## src/rtl/instr_cache_if.sv

```systemverilog
// Fetch-side and memory-side signals of the instruction cache.
// The slave modport is the cache's view; the master modport drives it.
interface instr_cache_if;
  logic        rdy;
  logic        rob_clear;
  logic        start_fetch;
  logic [31:0] pc;
  logic        instr_ready_out;
  logic [31:0] instr_out;
  logic [31:0] instr_addr_out;
  logic        mem_req;
  logic [31:0] mem_addr;
  logic        mem_done;
  logic [31:0] mem_data;

  modport slave (
    input  rdy, rob_clear, start_fetch, pc, mem_done, mem_data,
    output instr_ready_out, instr_out, instr_addr_out, mem_req, mem_addr
  );

  modport master (
    output rdy, rob_clear, start_fetch, pc, mem_done, mem_data,
    input  instr_ready_out, instr_out, instr_addr_out, mem_req, mem_addr
  );
endinterface

```

## src/rtl/instr_cache.sv

```systemverilog
// Direct-mapped, read-only instruction cache with one 32-bit word per line.
// Define ICACHE_EN to build the tag/data arrays; without it every lookup misses.
module instr_cache #(
  parameter int INDEX_BITS = 6
) (
  input logic          clk,
  input logic          rst,
  instr_cache_if.slave bus
);
  localparam int Lines   = 1 << INDEX_BITS;
  localparam int TagBits = 30 - INDEX_BITS;

  typedef enum logic [1:0] {IDLE, MISS, RESP} state_e;

  state_e       state_q;
  logic         ready_q;
  logic         memReq_q;
  logic         abort_q;
  logic [31:0]  instr_q;
  logic [31:2]  instrAddr_q;
  logic [31:2]  memAddr_q;
  logic         hit;
  logic [31:0]  hitData;

  assign bus.instr_ready_out = ready_q;
  assign bus.instr_out       = instr_q;
  assign bus.instr_addr_out  = {instrAddr_q, 2'b00};
  assign bus.mem_req         = memReq_q;
  assign bus.mem_addr        = {memAddr_q, 2'b00};

`ifdef ICACHE_EN
  logic [Lines-1:0]      valid_q;
  logic [TagBits-1:0]    tagArr_q [Lines];
  logic [31:0]           dataArr_q [Lines];
  logic [INDEX_BITS-1:0] lookupIdx;
  logic [INDEX_BITS-1:0] fillIdx;
  logic                  fill;

  assign lookupIdx = bus.pc[INDEX_BITS+1:2];
  assign fillIdx   = memAddr_q[INDEX_BITS+1:2];
  assign fill      = bus.rdy && (state_q == MISS) && bus.mem_done;
  assign hit       = valid_q[lookupIdx] && (tagArr_q[lookupIdx] == bus.pc[31:INDEX_BITS+2]);
  assign hitData   = dataArr_q[lookupIdx];

  // Tag and data are left unreset; the valid bits alone decide whether they count.
  always_ff @(posedge clk) begin
    if (fill) begin
      tagArr_q[fillIdx]  <= memAddr_q[31:INDEX_BITS+2];
      dataArr_q[fillIdx] <= bus.mem_data;
    end
  end

  always_ff @(posedge clk or posedge rst) begin
    if (rst) begin
      valid_q <= '0;
    end else if (fill) begin
      valid_q[fillIdx] <= 1'b1;
    end
  end
`else
  assign hit     = 1'b0;
  assign hitData = '0;
`endif

  // A flush during a miss only marks it aborted; the memory read still runs to completion.
  always_ff @(posedge clk or posedge rst) begin
    if (rst) begin
      state_q     <= IDLE;
      ready_q     <= 1'b0;
      memReq_q    <= 1'b0;
      abort_q     <= 1'b0;
      instr_q     <= '0;
      instrAddr_q <= '0;
      memAddr_q   <= '0;
    end else if (bus.rdy) begin
      case (state_q)
        IDLE: begin
          if (bus.start_fetch && !bus.rob_clear) begin
            if (hit) begin
              instr_q     <= hitData;
              instrAddr_q <= bus.pc[31:2];
              ready_q     <= 1'b1;
              state_q     <= RESP;
            end else begin
              memAddr_q <= bus.pc[31:2];
              memReq_q  <= 1'b1;
              abort_q   <= 1'b0;
              state_q   <= MISS;
            end
          end
        end
        MISS: begin
          if (bus.rob_clear) begin
            abort_q <= 1'b1;
          end
          if (bus.mem_done) begin
            memReq_q <= 1'b0;
            if (!abort_q && !bus.rob_clear) begin
              instr_q     <= bus.mem_data;
              instrAddr_q <= memAddr_q;
              ready_q     <= 1'b1;
              state_q     <= RESP;
            end else begin
              state_q <= IDLE;
            end
          end
        end
        RESP: begin
          ready_q <= 1'b0;
          state_q <= IDLE;
        end
        default: begin
          state_q <= IDLE;
        end
      endcase
    end
  end
endmodule

```

## src/flat_wrapper.sv

```systemverilog
// flat-port wrapper written by rule: the top's interface ports become plain ports
module instr_cache_flat 
#(
  parameter int INDEX_BITS = 6
)
  (clk, rst, bus_rdy, bus_rob_clear, bus_start_fetch, bus_pc, bus_mem_done, bus_mem_data, bus_instr_ready_out, bus_instr_out, bus_instr_addr_out, bus_mem_req, bus_mem_addr);
  instr_cache_if bus_i ();
  input logic clk;
  input logic rst;
  input wire logic [$bits(bus_i.rdy)-1:0] bus_rdy;
  input wire logic [$bits(bus_i.rob_clear)-1:0] bus_rob_clear;
  input wire logic [$bits(bus_i.start_fetch)-1:0] bus_start_fetch;
  input wire logic [$bits(bus_i.pc)-1:0] bus_pc;
  input wire logic [$bits(bus_i.mem_done)-1:0] bus_mem_done;
  input wire logic [$bits(bus_i.mem_data)-1:0] bus_mem_data;
  output wire logic [$bits(bus_i.instr_ready_out)-1:0] bus_instr_ready_out;
  output wire logic [$bits(bus_i.instr_out)-1:0] bus_instr_out;
  output wire logic [$bits(bus_i.instr_addr_out)-1:0] bus_instr_addr_out;
  output wire logic [$bits(bus_i.mem_req)-1:0] bus_mem_req;
  output wire logic [$bits(bus_i.mem_addr)-1:0] bus_mem_addr;
  assign bus_i.rdy = bus_rdy;
  assign bus_i.rob_clear = bus_rob_clear;
  assign bus_i.start_fetch = bus_start_fetch;
  assign bus_i.pc = bus_pc;
  assign bus_i.mem_done = bus_mem_done;
  assign bus_i.mem_data = bus_mem_data;
  assign bus_instr_ready_out = bus_i.instr_ready_out;
  assign bus_instr_out = bus_i.instr_out;
  assign bus_instr_addr_out = bus_i.instr_addr_out;
  assign bus_mem_req = bus_i.mem_req;
  assign bus_mem_addr = bus_i.mem_addr;
  instr_cache #(.INDEX_BITS(INDEX_BITS)) u_core (.clk(clk), .rst(rst), .bus(bus_i));
endmodule
```

## config.mk

```make
export PLATFORM = sky130hd
export DESIGN_NAME = instr_cache_flat
export DESIGN_NICKNAME = d
export VERILOG_FILES = /design/src/rtl/instr_cache_if.sv /design/src/rtl/instr_cache.sv /design/src/flat_wrapper.sv
export SDC_FILE = /design/constraint.sdc
export NUM_CORES = 1
export LEC_CHECK = 0
export ABC_AREA = 1
export BUFFER_PORTS_ARGS = -buffer_cell sky130_fd_sc_hd__buf_2
export CAP_MARGIN = 20
export CORE_UTILIZATION = 47
export CTS_CLUSTER_SIZE = 16
export DETAILED_ROUTE_END_ITERATION = 8
export GPL_ROUTABILITY_DRIVEN = 0
export HOLD_SLACK_MARGIN = 0.06
export PLACE_DENSITY = 0.76
export RECOVER_POWER = 50
export SLEW_MARGIN = 20
export SYNTH_ARGS = -nofsm -noshare
export SYNTH_HDL_FRONTEND = slang
export SYNTH_SLANG_ARGS = --single-unit
```

## constraint.sdc

```tcl
create_clock -name clk -period 3.5 [get_ports clk]
set_input_delay 0.35 -clock clk [delete_from_list [all_inputs] [get_ports clk]]
set_output_delay 0.35 -clock clk [all_outputs]
set_load 0.03 [all_outputs]
```

Word level (Yosys, flattened, before mapping) --
Index checks and enable logic that the tools add are counted. Widths: inputs -> output; s select.
Word-level totals: flip-flop bits (word level) 97, output and inout port bits 98, logic and storage cells 39
Operators by class: equality and inequality tests 6, muxes and demuxes 13, reduce and logical (&&, ||, !) cells 13
Operators with widths (number):
- $reduce_and 4->1 | 4
- $mux 1 | 6
- $mux 2 | 3
- $pmux 1 s2 | 3
- $reduce_and 3->1 | 2
- $ne 2x1->1 const B | 2
- $ne 2x2->1 const B | 2
- $pmux 2 s2 | 1
- $reduce_bool 2->1 | 2
- $eq 2x1->1 const B | 1
- $eq 2x2->1 const B | 1
- $logic_and 1x1->1 | 2
- $logic_not 1->1 | 2
- $logic_not 2->1 | 1

Longest topological paths before layout --
depth after elaboration 5, mapped depth 7, depth with buffers taken out 7

Worst setup path before layout --
Ideal clock, no wire load.
kind register -> register, start point reg u_core.state_q[1], end point reg u_core.instr_q[27] (netlist: u_core.bus.instr_out[27]), arrival time 1.045 ns, data required time 3.370 ns, path slack 2.325 ns, stages on the path, launching flop included 7, path buffers 2, clock period less this slack 1.175 ns, path through dfrtp_1 -> nor2_4 -> nand3b_4 -> buf_6 -> buf_6 -> nand2_1 -> o21ai_1
Between the ends: cells in the longest elaborated chain, start to end 2
RTL lines:
- start: declaration | line instr_cache.sv:15 | state_e state_q;
- start signal: assignment | line instr_cache.sv:68 | state_q <= IDLE;
- start signal: assignment | line instr_cache.sv:83 | state_q <= RESP;
- start signal: assignment | line instr_cache.sv:88 | state_q <= MISS;
- $eq 2x1->1 | line instr_cache.sv:76 | case (state_q)
- $reduce_and 4->1 (no line)
- end signal: assignment | line instr_cache.sv:80 | instr_q <= hitData;
- end signal: assignment | line instr_cache.sv:99 | instr_q <= bus.mem_data;
- end: declaration | line instr_cache.sv:19 | logic [31:0] instr_q;
No other way between the ends. A chain may end at the register's enable or synchronous reset.

==> qor.yml <==
report.final.slew_viol_count: 36
power_density_nw_per_um2: 742.7
critPathMaxFanout: 38
synth_mux_area_share_pct: 0
r2r_start: "u_core.abort_q$_DFFE_PP0P_"
drcViolationCount: 0
ys_types: 20
cp-start-kind: "primary input"
drtPass1Iterations: 4
violations: "max-capacitance violations, max-slew violations"
highest_layer: "met4"
grt_pass1_vias: 2908
io_pins: 168
hold_class: "primary input to flop"
hold_viol_final: 0
clkLatencyLatePin_ns: 0.34
setup_tns_ns: 0
cp.arrival_ns: 2.48
min_from: "bus_mem_data[30]"
synth_top_family_by_area: "buffers and inverters"
vdd_drop_max_mv: 0.3880
cts.sinks: 97
r2r-end: "u_core.instrAddr_q[24]$_DFFE_PP0P_"
port_buffers: 161
antenna_found_initial: 0
cts_tree: "built"
r2r_setup_slack_ns: 1.54
setup_viol: 0
hold_depth: 3
r2r_cells: 5
yosysSeqAreaShare_pct: 62.32
synth_compound_area_share_pct: 12.91
yosysWarnings: 0
yosys.area.top_type_share_pct: 62.32
leakage_nw: 2.614
dpl.hpwl_mm: 5.843
rsz0062_at_grt: "false"
drt-total-wl_mm: 7.895
fin_crit_ns: 2.020
drive_above_1_share_pct: 16.13
area_growth_pct: 23.19
whs_endpoint: "u_core.bus.instr_out[30]$_DFFE_PP0P_"
antenna_cells: 0
cts_buffers: 9
critical_path_class: "primary input to asynchronous set/reset pin"
grt_max_degree: 61
synthXorXnorAreaFrac_pct: 0
syn_inst: 426
gr-total-overflow: 0
pre_cts_ws_ns: 1.485
fmax_mhz: 494.9
via_per_inst: 4.483
finalClockSkew_ns: 0.01319
ant_nets: 0
worst_pin_slew_ns: 1.529
clockRootBuffer: "clkbuf_8"
htree_num_levels: 3
max_cap_violations: 1
die_x_um: 93.04
yosysTopAreaCell: "dfrtp_1"
die_y_um: 93.04
relSlewSlack_pct: -2.461
grt_pass1_wl_mm: 12.92
run_status: "complete, but fails checks"
met1_length_mm: 3.515
vias: 3098
postSynthAreaPerCell_sq_um: 9.143
wl_met2_mm: 3.781
yosys.area_share.simple_pct: 11.47
yosys_register_bits: 97
synthAdderAreaFrac_pct: 0
cts_resized: 0
timing.hold.ws_ns: 0.2463
fin_ws_ns: 1.480
wire_per_inst_um: 11.43
cts_buffer_depth: 2
core_area_sq_um: 7888
start_util_pct: 49.38
syn-cell-area_sq_um: 3895
row_count: 32
path_clk_slew_ns: 0.09
dieArea_sq_um: 8656
critPathRequiredTime_ns: 3.96
fin_nets: 654
grt_util_all_layers_pct: 18.92
min_period_over_period_pct: 57.73
end_kind: "asynchronous set/reset pin"
post-cts-setup-buffers: 0
ys_top_cells_by_area: "dfrtp_1 62%, nand2_1 9.9%, inv_1 9.3%"
met3_wirelength_um: 517
first_iter_violations: 80
## logic make-up (layout without fill, tap and decap cells)
| family | count (synthesis) | after routing |
|---|---|---|
| buf+inv | 121 | 281 |
| simple gates | 110 | 110 |
| compound gates | 97 | 97 |
| flops | 97 | 97 |
| other cells | 1 | 4 |
## state kept, by name, summed over array words and instances, names as in the netlist
register and cells:
u_core.abort_q 1, u_core.bus.mem_req 1, u_core.state_q 2, u_core.memAddr_q 30
u_core.bus.instr_ready_out 1, u_core.bus.instr_out 32, u_core.instrAddr_q 30
## metal layers
metal	track usage [%]	vias to the layer above
li1	-	1594
met1	22.41	1390
met2	33.88	107
met3	4.634	7
met4	5.769	0
met5	0	-
## where the power goes
group / switching, W / internal (W)
Combinational: 0.000995 / 0.000307
Clock: 0.000355 / 0.000279
Sequential: 0.000193 / 0.00144
## cell usage in the layout (no fill, tap or decap)
cell type      instances
a21oi_1                1
a22oi_1                1
buf_2                 67
buf_4                  5
clkbuf_1              96
clkbuf_8              10
clkinv_2               1
clkinv_4               1
clkinvlp_2             1
clkinvlp_4             2
conb_1                 4
dfrtp_1               97
dlygate4sd3_1          1
inv_1                 96
inv_2                  1
nand2_1              103
nand3_1                1
nand3b_4               1
nand4_2                1
nor2_1                 3
nor2_4                 1
o21ai_0               55
o21ai_1               36
o21ai_2                4
## repair_timing
item                                   4_1_cts  5_1_grt
endpoints found under the hold margin       33        0
hold buffers                                 1        0
setup endpoints to repair                    0        0
## synthesized netlist by cell type
cell type  count
nand2_1      103
dfrtp_1       97
inv_1         97
o21ai_0       55
o21ai_1       36
clkbuf_1       8
buf_2          5
buf_6          5
buf_4          4
o21ai_2        4
nor2_1         3
a21oi_1        1
a22oi_1        1
clkbuf_2       1
conb_1         1
inv_2          1
nand3_1        1
nand3b_4       1
nand4_2        1
nor2_4         1
## metrics by stage
step | cell area, sq um | std cells | total power [W] | utilization (%)
5_1_grt | 4798 | 691 | 0.003791 | 60.83
3_5_place_dp | 4733 | 674 | 0.003045 | 60.01
6_report | 4798 | 691 | 0.003564 | 60.83
2_1_floorplan | 3906 | 429 | 0.002585 | -
3_3_place_gp | 4733 | 674 | 0.002998 | 60.01
4_1_cts | 4917 | 691 | 0.003691 | 62.34
## worst max-delay path, cell delays in order
cell and delay, ns:
dlygate4sd3_1 0.53, buf_2 0.12, clkinvlp_2 0.88, buf_4 0.57
## cell type report
cell class                 count  area [sq um]
fill                         773          3089
tap                          102         127.6
sequential                    97          2427
inverter                      98         369.1
timing repair buffer         167         735.7
clock buffer                  12         145.1
clock inverter                 4         28.78
multi-input combinational    211         964.7
## worst max-delay path by stage
stage | start | to | slack [ns] | depth (start not counted)
after floorplan | rst | u_core.abort_q$_DFFE_PP0P_ | 0.62 | 1
after global placement | bus_rdy | u_core.instrAddr_q[27]$_DFFE_PP0P_ | 1.57 | 6
after detailed placement | bus_rob_clear | u_core.instrAddr_q[28]$_DFFE_PP0P_ | 1.49 | 6
after CTS | u_core.abort_q$_DFFE_PP0P_ | u_core.instrAddr_q[28]$_DFFE_PP0P_ | 1.54 | 5
after global routing | rst | u_core.instrAddr_q[14]$_DFFE_PP0P_ | 1.18 | 4
final | rst | u_core.instrAddr_q[16]$_DFFE_PP0P_ | 1.48 | 4
(Power assumes the default switching activity.)
